### src/rtl/mult_share_arbiter_pkg.sv
// mult_share_arbiter_pkg: state encoding, operand width and unit latency shared by the
// multiply-sharing arbiter and its round-robin grant logic.
package mult_share_arbiter_pkg;
    localparam int OPW = 8;
    localparam int MUL_LAT = 14;
    typedef enum logic [1:0] {
        IDLE  = 2'd0,
        ISSUE = 2'd1,
        WAIT  = 2'd2,
        RESP  = 2'd3
    } state_e;
    function automatic int rr_index(input int ptr, input int k, input int n);
        return (ptr + k) % n;
    endfunction
endpackage

### src/rtl/mult_share_arbiter_rr_arbiter_comb.sv
// rr_arbiter_comb: picks the first valid requester scanning upward from rr_ptr, wrapping;
// returns it both one-hot and encoded.
module rr_arbiter_comb
    import mult_share_arbiter_pkg::*;
#(
    parameter int NREQ = 4,
    parameter int IW = $clog2(NREQ)
) (
    input  logic [NREQ-1:0] req_valid,
    input  logic [IW-1:0]   rr_ptr,
    output logic [NREQ-1:0] grant,
    output logic [IW-1:0]   gidx
);
    // Scan from the farthest offset down so the nearest valid requester is written last.
    always_comb begin
        grant = '0;
        gidx = '0;
        for (int k = NREQ - 1; k >= 0; k--) begin
            if (req_valid[IW'(rr_index(int'(rr_ptr), k, NREQ))]) begin
                grant = NREQ'(1) << rr_index(int'(rr_ptr), k, NREQ);
                gidx = IW'(rr_index(int'(rr_ptr), k, NREQ));
            end
        end
    end
endmodule

### src/rtl/mult_share_arbiter.sv
// mult_share_arbiter: time-shares one 8-bit multiply unit among NREQ requesters with
// round-robin arbitration, held operands, and a watchdog that turns a lost done into an error.
module mult_share_arbiter
    import mult_share_arbiter_pkg::*;
#(
    parameter int NREQ = 4,
    parameter int TIMEOUT = 31,
    parameter int CW = 5
) (
    input  logic                clk,
    input  logic                rst,
    input  logic [NREQ-1:0]     req_valid,
    input  logic [OPW*NREQ-1:0] req_a,
    input  logic [OPW*NREQ-1:0] req_b,
    output logic [NREQ-1:0]     req_ready,
    output logic [NREQ-1:0]     rsp_valid,
    output logic [OPW-1:0]      rsp_data,
    output logic                rsp_err,
    output logic                mul_start,
    output logic [OPW-1:0]      mul_a,
    output logic [OPW-1:0]      mul_b,
    input  logic                mul_done,
    input  logic [OPW-1:0]      mul_c,
    output logic                busy
);
    localparam int IW = $clog2(NREQ);

    state_e          state_q;
    logic [IW-1:0]   rr_ptr_q;
    logic [IW-1:0]   gid_q;
    logic [CW-1:0]   wd_q;
    logic [NREQ-1:0] rsp_valid_q;
    logic [OPW-1:0]  rsp_data_q;
    logic            rsp_err_q;
    logic            mul_start_q;
    logic [OPW-1:0]  mul_a_q;
    logic [OPW-1:0]  mul_b_q;
    logic            busy_q;
    logic [NREQ-1:0] grant;
    logic [IW-1:0]   gidx;

    rr_arbiter_comb #(.NREQ(NREQ), .IW(IW)) u_arb (
        .req_valid(req_valid),
        .rr_ptr(rr_ptr_q),
        .grant(grant),
        .gidx(gidx)
    );

    assign req_ready = (state_q == IDLE) ? grant : '0;

    // Outputs are registered alongside the state so they line up with the state they belong to.
    always_ff @(posedge clk) begin
        if (rst) begin
            state_q <= IDLE;
            rr_ptr_q <= '0;
            gid_q <= '0;
            wd_q <= '0;
            rsp_valid_q <= '0;
            rsp_data_q <= '0;
            rsp_err_q <= 1'b0;
            mul_start_q <= 1'b0;
            mul_a_q <= '0;
            mul_b_q <= '0;
            busy_q <= 1'b0;
        end else begin
            case (state_q)
                IDLE: if (|grant) begin
                    mul_a_q <= req_a[int'(gidx)*OPW +: OPW];
                    mul_b_q <= req_b[int'(gidx)*OPW +: OPW];
                    gid_q <= gidx;
                    mul_start_q <= 1'b1;
                    busy_q <= 1'b1;
                    state_q <= ISSUE;
                end
                ISSUE: begin
                    mul_start_q <= 1'b0;
                    wd_q <= '0;
                    state_q <= WAIT;
                end
                WAIT: if (mul_done) begin
                    rsp_data_q <= mul_c;
                    rsp_err_q <= 1'b0;
                    rsp_valid_q <= NREQ'(1) << gid_q;
                    state_q <= RESP;
                end else if (wd_q == CW'(TIMEOUT - 1)) begin
                    rsp_data_q <= '0;
                    rsp_err_q <= 1'b1;
                    rsp_valid_q <= NREQ'(1) << gid_q;
                    state_q <= RESP;
                end else begin
                    wd_q <= wd_q + 1'b1;
                end
                RESP: begin
                    rsp_valid_q <= '0;
                    rr_ptr_q <= (gid_q == IW'(NREQ - 1)) ? '0 : gid_q + 1'b1;
                    busy_q <= 1'b0;
                    state_q <= IDLE;
                end
            endcase
        end
    end

    assign rsp_valid = rsp_valid_q;
    assign rsp_data = rsp_data_q;
    assign rsp_err = rsp_err_q;
    assign mul_start = mul_start_q;
    assign mul_a = mul_a_q;
    assign mul_b = mul_b_q;
    assign busy = busy_q;
endmodule

### config.mk
export PLATFORM = sky130hd
export DESIGN_NAME = mult_share_arbiter
export DESIGN_NICKNAME = d
export VERILOG_FILES = /design/src/rtl/mult_share_arbiter_pkg.sv /design/src/rtl/mult_share_arbiter_rr_arbiter_comb.sv /design/src/rtl/mult_share_arbiter.sv
export SDC_FILE = /design/constraint.sdc
export NUM_CORES = 1
export LEC_CHECK = 0
export ABC_AREA = 1
export CAP_MARGIN = 20
export CORE_MARGIN = 10
export CORE_UTILIZATION = 40
export CTS_BUF_LIST = sky130_fd_sc_hd__clkbuf_8
export DETAILED_ROUTE_END_ITERATION = 6
export GPL_TIMING_DRIVEN = 0
export PLACE_DENSITY = 0.74
export RECOVER_POWER = 25
export SLEW_MARGIN = 20
export SYNTH_ARGS = -nofsm -noshare
export SYNTH_HDL_FRONTEND = slang
export SYNTH_SLANG_ARGS = --single-unit
### constraint.sdc
create_clock -name clk -period 2.95 [get_ports clk]
set_clock_uncertainty 0.1 [all_clocks]
set_input_delay 0.59 -clock clk [delete_from_list [all_inputs] [get_ports clk]]
set_output_delay 0.59 -clock clk [all_outputs]
set_load 0.05 [all_outputs]
* After elaboration in Yosys (flattened, before gate mapping) *
Cells that the tools add are included.

word-level totals
  register bits after elaboration = 42
  input port bits = 79
  output and inout bits = 35
  logic and storage cells = 95

operators by class
  $add $sub $neg = 5
  order comparisons = 4
  equal/unequal tests = 9
  shifts and indexed selects = 7
  multiplexer cells = 39
  bitwise gates (word level) = 3
  reductions and logical operators = 17

operators by type and width
  kind                                                                  count
  1-bit by 32-bit << shifter with 4-bit output, first input constant    3
  32-bit by 6-bit variable part select with 8-bit output                2
  4-bit 2-to-1 mux                                                      7
  2-bit by 4-bit < comparator with 1-bit output, second input constant  4
  2-bit 2-to-1 mux                                                      8
  8-bit 2-to-1 mux                                                      2
  2-bit AND reduction                                                   6
  1-bit 2-to-1 mux                                                      11
  5-bit 2-to-1 mux                                                      2
  5-bit one-hot mux with 2 select lines                                 1
  2-bit nonzero test                                                    5
  1-bit binary-select mux with 2-bit select                             4
  2-bit one-hot mux with 4 select lines                                 1
  4-bit one-hot mux with 2 select lines                                 1
  1-bit by 2-bit << shifter with 4-bit output, first input constant     2
  2-bit == test, second input constant                                  3
  2-bit OR reduction                                                    3
  5-bit by 1-bit adder with 5-bit output, second input constant         1
  5-bit == test, second input constant                                  1
  2-bit by 1-bit adder with 2-bit output, second input constant         2
  2-bit adder, second input constant                                    2
  2-bit inequality test, second input constant                          2
  1-bit one-hot mux with 2 select lines                                 2
  4-bit OR reduction                                                    1
  6 further kinds                                                       8

* Longest topological paths before layout *
  depth after elaboration = 11
  depth in mapped cells = 17
  depth with buffers taken out = 16

* By module *
From an unflattened synthesis, not the netlist that was laid out.

unflattened totals
  cell total of the unflattened synthesis = 491
  area, all modules = 2,967.8 um2

modules (own cells, without submodules)
  module              instances  cells each  area each (um2)  seq. area each (um2)
  mult_share_arbiter  1          408         2,484.9          840.8
  rr_arbiter_comb     1          83          483.0            0.0

* Worst setup path before layout *
No wires, ideal clock.

  path type = register -> output
  start = register rr_ptr_q[0]
  end = output req_ready[2]
  arrival = 2.155 ns
  data required time = 2.260 ns
  path slack = 0.105 ns
  cell stages (with the launch flop) = 13
  path buffers = 2
  cells stage by stage = dfxtp_1 buf_6 inv_4 ha_1 inv_1 nand3_2 nand2_2 buf_6 inv_2 nand3_1 nand3_1 nand2_1 nor2_1

between the ends
  longest elaborated chain between the ends = 9
  elaborated cells on any way between the ends = 30
  classes of those cells = add/sub: 3; shift: 4; mux: 17; bitwise: 3; reduce/logical: 3

RTL lines
  element                                                                                                        RTL line                                                                            RTL
  from (decl)                                                                                                    mult_share_arbiter.sv:29                                                            logic [IW-1:0] rr_ptr_q;
  from (signal assigned)                                                                                         mult_share_arbiter.sv:95                                                            rr_ptr_q <= (gid_q == IW'(NREQ - 1)) ? '0 : gid_q + 1'b1;
  2-bit adder                                                                                                    mult_share_arbiter_pkg.sv:13                                                        return (ptr + k) % n;
  1-bit binary-select mux with 2-bit select / 2-bit OR reduction (equally long branches)                         --
  1-bit 2-to-1 mux (implied by the code) / 1-bit AND (equally long branches)                                     --
  1-bit 2-to-1 mux (implied by the code) / 1-bit by 32-bit << shifter with 4-bit output (equally long branches)  mult_share_arbiter_rr_arbiter_comb.sv:19, mult_share_arbiter_rr_arbiter_comb.sv:20
  4-bit 2-to-1 mux (3 in a row)                                                                                  mult_share_arbiter_rr_arbiter_comb.sv:19                                            if (req_valid[IW'(rr_index(int'(rr_ptr), k, NREQ))]) begin
  4-bit 2-to-1 mux *                                                                                             mult_share_arbiter_rr_arbiter_comb.sv:19
  4-bit 2-to-1 mux *                                                                                             mult_share_arbiter.sv:49                                                            assign req_ready = (state_q == IDLE) ? grant : '0;
  to (decl)                                                                                                      mult_share_arbiter.sv:15                                                            output logic [NREQ-1:0] req_ready,

Every way passes the cells marked *; elsewhere a longest branch is shown, timed or not. The select of a mux whose other input is x is not followed.

* Final worst setup path *
  start = register rr_ptr_q[1]
  end = output req_ready[1]

The elaborated chain is that of the path after synthesis.

==> flow_summary.toml <==
[timing]
tns_ns = 0
slew_headroom_pct = 61.99
worst_pin_slew_ns = 0.5684
final.min_clock_period_ns = 2.787
finalCritPeriodShare_pct = 94.49
maxSlewViolCount = 0
grt_setup_unrepaired = "false"
setup_viol = 0
max_freq_ghz = 0.3587
hold_viol_final = 0

[route]
via_per_inst = 4.932
routed_wl_um = 8646
vias = 3112
drcViolationCount = 0
wl_met3_um = 804
antenna_left = 0
first_pass_iters = 5
topRoutingLayerUsed = "met4"
wl_per_cell_um = 13.70
route.met2.wl_um = 4361
wl_met1_um = 3387
drt_iter0_drc = 103

[die]
coreArea_mm2 = 0.006794
die_area_mm2 = 0.01071
start_util_pct = 41.05
num_rows = 30
die_y_um = 103.5
fp.dieW_um = 103.5
io_pins = 114

[synth]
synthCells = 414
syn_area_per_cell_um2 = 6.737
synth_area_mm2 = 0.002789
synthTopCellsByArea = "dfxtp_1 (30%), nand3_1 (15%), nand2_1 (12%)"
yosysWarnings = 0
synth_nets = 511
yosys.area.top_type = "dfxtp_1"
ys_dominant_reg_cell = "dfxtp_1"
synth_edf_count = 0
synth_top_area_share_pct = 30.15
ys_ff_latch = 42
synth_cell_types = 32
seq_area_frac_synth_pct = 30.15
async_flop_share_pct = 0

[clock_network]
cts.sinks = 42
clkLatencyLatePin_ns = 0.29
cts_hold_buf = 0
clockBufferDepth = 2
cts_buffers = 5
htreeDepth = 2
clkTransAtPathRegs_ns = 0.08
cts_tree = "built"
cts-root-buf = "clkbuf_8"

[grt]
grt_max_degree = 14
grt_use_total_pct = 15.48
grt_pass1_wl_um = 14150
grt_pass1_vias = 3110
antenna_found_initial = 0
gr-total-overflow = 0

[place]
dpl.hpwl_um = 7129
globalplace.congestion = 0.9127
io_buffers = 113
postPlaceCellArea_mm2 = 0.004040

[critical_path]
end_kind = "output port"
rrSetupSlack_ns = 0.46
worstSetupStartpointType = "flop"
cp_max_fo = 10
cp.required_ns = 2.26
path_class = "reg2out"
critPathArrivalTime_ns = 2.10

[layout]
final_util_pct = 61.29
final_common_cell = "clkdlybuf4s50_1"
diodes = 0
syn2layout_area_growth_pct = 49.30
drive_gt1_share_pct = 10.28
stdcell_area_mm2 = 0.004164
layout.nets = 631
most-common-layout-cells = "clkdlybuf4s50_1 (108), nand2_1 (90), nand3_1 (81)"

[power_and_ir_drop]
pwr_density_cell_mw_per_mm2 = 895.2
power.leakage_nw = 1.761
ir_worst_vdd_mv = 0.4519
power_w = 0.003728

[hold_path]
min_path_type = "reg2reg"

[run_status]
status = "complete, no violations"

[flow_run]
drv_cap = 0
## Yosys cell counts (2+ instances only)
master and number:
o21ai_0 9, a21oi_1 38, dfxtp_1 42, o21bai_1 10, xor2_1 2, buf_2 10, o21ai_2 3, nand2_2 6
inv_2 2, inv_1 29, nand4_1 2, nand3_1 81, nand2_1 90, buf_6 3, nor2_1 41, o21bai_2 6
nand3_2 3, clkbuf_1 6, ha_1 18
## logic make-up after synthesis
logic type               count (synthesis)  share of synthesized area (%)
AND/OR/NAND/NOR                        230                          36.79
adder cells (fa/ha/maj)                 18                          8.076
XOR/XNOR                                 2                         0.6282
buffers and inverters                   53                          8.614
AO/OA/AOI/OAI                           69                          15.75
flip-flops                              42                          30.15
## report_power, final
group          switching, W  internal, W
logic               0.00159     0.000861
clock network      0.000195     0.000249
registers          0.000111     0.000718
## stage by stage
stage	std cells	hold slack (ns)	setup WS (ns)
CTS	631	0.3723	0.006269
finish	631	0.3688	0.1625
floorplan	414	0.3591	0.1049
detailed placement	623	0.3573	-0.4440
global route	631	0.3905	0.01034
global placement	623	0.3481	-0.4016
## routing by layer
metal  vias to the layer above  global-route usage [%]
met2                        90                   28.38
met5                         -                       0
met1                      1412                   15.56
li1                       1603                       -
met3                         7                   6.815
met4                         0                   3.730
## final timing paths
check / from / to / depth (start not counted)
setup / recovery: rr_ptr_q[1] / req_ready[1] / 12
hold / removal: rsp_data[0] / rsp_data[0] / 2
setup reg to reg: rr_ptr_q[1] / mul_a[0] / 13
hold reg to reg: rsp_data[0] / rsp_data[0] / 2
## what timing repair did
item / 4_1_cts / 5_1_grt
setup endpoints to repair: 4 / 4
setup buffers: 0 / 1
pin swaps: 0 / 1
gates resized for setup: 24 / 8
## area by class of cell
type	instances	area (µm²)
buffer	19	102.6
clock buffer	5	68.82
clock inverter	3	41.29
fill	671	2630
inverter	33	130.1
multi-input combinational	319	1720
sequential	42	848.3
tap	96	120.1
timing repair buffer	114	1132
## critical path, cell delays in order, from the launching register on
cell	delay (ns)
dfxtp_4	0.40
clkinvlp_4	0.14
ha_4	0.29
inv_1	0.05
nand3_2	0.08
nand2_2	0.07
buf_6	0.14
nor2_1	0.10
nand2_1	0.06
nand3_1	0.06
nand2_1	0.09
nor2_1	0.14
buf_6	0.17
## sequential cells by signal, summed over array words and instances, names as in the netlist, 2 cells and up
register and cells:
mul_a 8, mul_b 8, rsp_data 8, wd_q 5, rsp_valid 4, gid_q 2
rr_ptr_q 2, state_q 2
Power figures use the tool's default switching activity.
==> variant 1 (same flow settings) <==
Reset style: asynchronous (`rst`), changed in one clocked block.
--- a/src/rtl/mult_share_arbiter.sv
+++ b/src/rtl/mult_share_arbiter.sv
@@ -50,5 +50,5 @@
 
     // Outputs are registered alongside the state so they line up with the state they belong to.
-    always_ff @(posedge clk) begin
+    always_ff @(posedge clk or posedge rst) begin
         if (rst) begin
             state_q <= IDLE;
Check against the original RTL: differs if rst is asserted again (counterexample within 4 cycles, from zero or initial values and one cycle with rst high); with rst held inactive, the same outputs for 4 cycles.
==> variant 1 against the original RTL <==
Setup slack lost 0.050 ns. Synthesized area grew 20%. Sequential cell count is the same. Routed wire length grew 6.2%. Total power grew 67%. Largest cell class unchanged. Non-clock buffer count grew 4. Final area grew 14%. Via count grew 6.5%. Combinational power grew 96%. Critical path type unchanged. Worst hold slack gained 0.0031 ns. Register-to-register slack lost 0.11 ns.
==> variant 1: results (changes against the original RTL) <==
Max rail drop VDD 0.737 mV (+63%); WHS Path Cells 2 (unchanged); worst-skew pair later-pin latency ~0.3 ns; Num CTS Buffers 5 (unchanged); DRT iter0 DRCs 139 (+35%); Synth cell types 30 (-6.3%); Area contributors post-synth dfrtp_1 (31%), nand3_1 (14%), inv_1 (13%); DP Worst Slack -0.515 ns (-0.0706 ns); crit path capture req_ready[0]; Final Util 58.2% (-3.1 points); layout cells sized above 1 14.5% (+4.2 points); WS Path Type flip-flop to output pin; ys flop type dfrtp_1; Cell Area, Placed 4640 sq um (+15%); Final Hold Fails 0 (unchanged); worst r2r src rr_ptr_q[0]; R2R Setup Slk 0.35 ns (-0.11 ns); drt total wl 9180 um (+6.2%); Post-synth top cells inv_1 (114), nand2_1 (109), nand3_1 (93); router iterations before antenna repair 4 (-1); routed length per placed instance 12.8 um (-6.8%); number of global-route vias before repair 3410 (+9.6%); Final HPWL DP 7650 um (+7.3%); GRT Overall Usage 14.4% (-1.1 points); FFs w/ async S/R, synth 100% (+100 points); count leader, synth inv_1; HP Class flip-flop to flip-flop; Cells after Synth 489 (+18%); max incr delay on CP 0.42 ns (+0.02 ns); vias 3313 (+6.5%); largest net degree at the start of global routing 23 (+9); outcome finished clean; post_cts resized 28 (+17%); Final #Nets 710 (+13%); TNS Setup 0 ns (unchanged); PnR worst setup slack 0.113 ns (-0.0498 ns); Post-CTS Setup Inserts 2 (+2); Fill cells 740 (+10%); worst-path fanout max 10 (unchanged); Critical Path AT 2.15 ns (+0.05 ns); R2R depth 16 (+3); first-pass GRT wire length 15700 um (+11%); post-synthesis sequential area ratio 31.4% (+1.2 points); worst-margin pin slew 1.17 ns (+0.599 ns); syn_nets 586 (+15%); Critical R2R Capture mul_b[7]; Critical-path top delay cell dfrtp_2; RePlAce Congestion 0.942 (+3.2%); delay-heaviest family, CP buffers and inverters
==> variant 1: changes by cell type after synthesis, moves of 16 or more <==
| cell | unedited run | this run |
|---|---|---|
| dfrtp_1 | 0 | 42 |
| nand2_1 | 90 | 109 |
| dfxtp_1 | 42 | 0 |
| nor2_1 | 41 | 12 |
| inv_1 | 29 | 114 |
| o21ai_2 | 3 | 19 |
| a21oi_1 | 38 | 6 |
==> variant 1: layout make-up <==
class / count / area share, %
buffer: 20 / 2.92
clock buffer: 6 / 1.73
inverter: 117 / 9.33
clock inverter: 2 / 0.184
sequential: 42 / 22.1
multi-input combinational: 310 / 36.5
tap: 105 / 2.76
timing repair buffer: 117 / 24.4
==> variant 1: layer usage <==
metal  global-route usage (%)  part of all wire (%)  vias up
met1                     17.0                    44     1437
li1                         -                     -     1736
met2                     23.4                    45      129
met5                        0                     0        -
met4                     2.83                  0.83        0
met3                     6.92                    10       11
==> variant 1: worst min path at each step <==
stage                 from     endpoint  slack, ns
2_1_floorplan   state_q[1]   state_q[1]       0.39
3_3_place_gp   rsp_data[1]  rsp_data[1]       0.35
3_5_place_dp   rsp_data[2]  rsp_data[2]       0.36
4_1_cts        rsp_data[2]  rsp_data[2]       0.38
5_1_grt        rsp_data[2]  rsp_data[2]       0.40
6_report       rsp_data[2]  rsp_data[2]       0.37
==> variant 1: logic make-up after synthesis <==
logic type	synth area share, %
simple gates	35.0
buf+inv	17.4
compound gates	9.49
flops	31.4
fa+ha+maj	6.73
==> variant 1: report_power, final <==
group / switching, mW / internal [mW] / leakage (nW) / total [mW]
combinational: 3.10 / 1.71 / 1.94 / 4.81
sequential: 0.186 / 0.854 / 0.526 / 1.04
clock: 0.196 / 0.185 / 0.0524 / 0.381
==> variant 2 (config.mk and constraints unchanged) <==
Without the edit above. Change the package constant `OPW` from 8 to 4.
--- a/src/rtl/mult_share_arbiter_pkg.sv
+++ b/src/rtl/mult_share_arbiter_pkg.sv
@@ -2,5 +2,5 @@
 // multiply-sharing arbiter and its round-robin grant logic.
 package mult_share_arbiter_pkg;
-    localparam int OPW = 8;
+    localparam int OPW = 4;
     localparam int MUL_LAT = 14;
     typedef enum logic [1:0] {
Interface: changed (6 resized); port bits go from 114 to 66. The function was not compared with the original's and may differ.
==> variant 2 against the original RTL <==
Register-to-register slack improved by 0.06 ns. Utilization fell by 4.8 points. Sequential cell count fell by 12. Synthesized area fell by 19%. Largest power group unchanged. Setup slack got worse by 0.021 ns. Final area fell by 25%. Routed wire length fell by 30%. Critical path type is now input port to output pin. Critical endpoint is now req_ready[2]. Combinational power fell by 30%. First-iteration DRC count fell by 37%. Total power fell by 29%. Worst hold slack got worse by 0.0092 ns.
==> variant 2: results (changes against the original RTL) <==
clkbuf count 6 (+1); met3 GRT Util 4.32% (-2.5 points); sequential cell area share 19.4% (-0.97 points); Synth Area in Compound Gates 19.2% (+3.5 points); area of the multi-input gates 1470 sq um (-14%); IO buf count 65 (-42%); router iterations before antenna repair 4 (-1); drt via density 4.86 (-1.5%); NetSw 1.33 mW (-30%); met2 Usage GRT 24.5% (-3.9 points); sequential share of power 22.8% (+0.5 points); Post-Synth Adder-Cell Area 9.93% (+1.9 points); Cells after Synth 312 (-25%); GRT Overall Usage 13.5% (-2.0 points); FF+latch count, synth 30 (-29%); GR Util met1 15.4% (-0.18 points); Critical-path top delay cell clkdlybuf4s50_1; Post-synth top cells nand2_1 (58), nor2_1 (36), inv_1 (35); Non-clk invs 39 (+18%); Area Growth Syn to Fin 37.0%; #MultiIn Comb 237 (-26%); Signal buffers 71 (-47%); PwrDens 849 nW/um^2 (-5.2%); XOR/XNOR Fraction of Synth Area 0.386% (-0.24 points); Max rail drop VDD 0.509 mV (+13%); Die Span X 95.3 um (-7.9%); Final HPWL DP 4780 um (-33%); Inst Count DP 449 (-28%); worst-margin pin slew 0.532 ns (-0.0364 ns); RePlAce Congestion 0.875 (-4.2%); outcome finished clean
[variant 2: repair_timing]
item                       in CTS  in global routing
pin swaps                       0                  1
hold buffers                    0                  0
setup endpoints to repair       4                  4
setup buffers                   0                  0
gates resized for setup        26                  5
[variant 2: per-layer routing]
| layer | up-vias | routed length (um) |
|---|---|---|
| li1 | 1153 | - |
| met1 | 1001 | 2550 |
| met2 | 51 | 2990 |
| met3 | 5 | 466 |
| met4 | 0 | 38 |
| met5 | - | 0 |
[variant 2: path summary, 6_finish.rpt]
path | startpoint | to | slack, ns | cells past startpoint
worst min register to register | rsp_data[1] | rsp_data[1] | 0.36 | 2
worst max register to register | rr_ptr_q[0] | mul_a[1] | 0.52 | 15
worst min-delay path | rsp_data[1] | rsp_data[1] | 0.36 | 2
worst max-delay path | req_valid[1] | req_ready[2] | 0.14 | 11
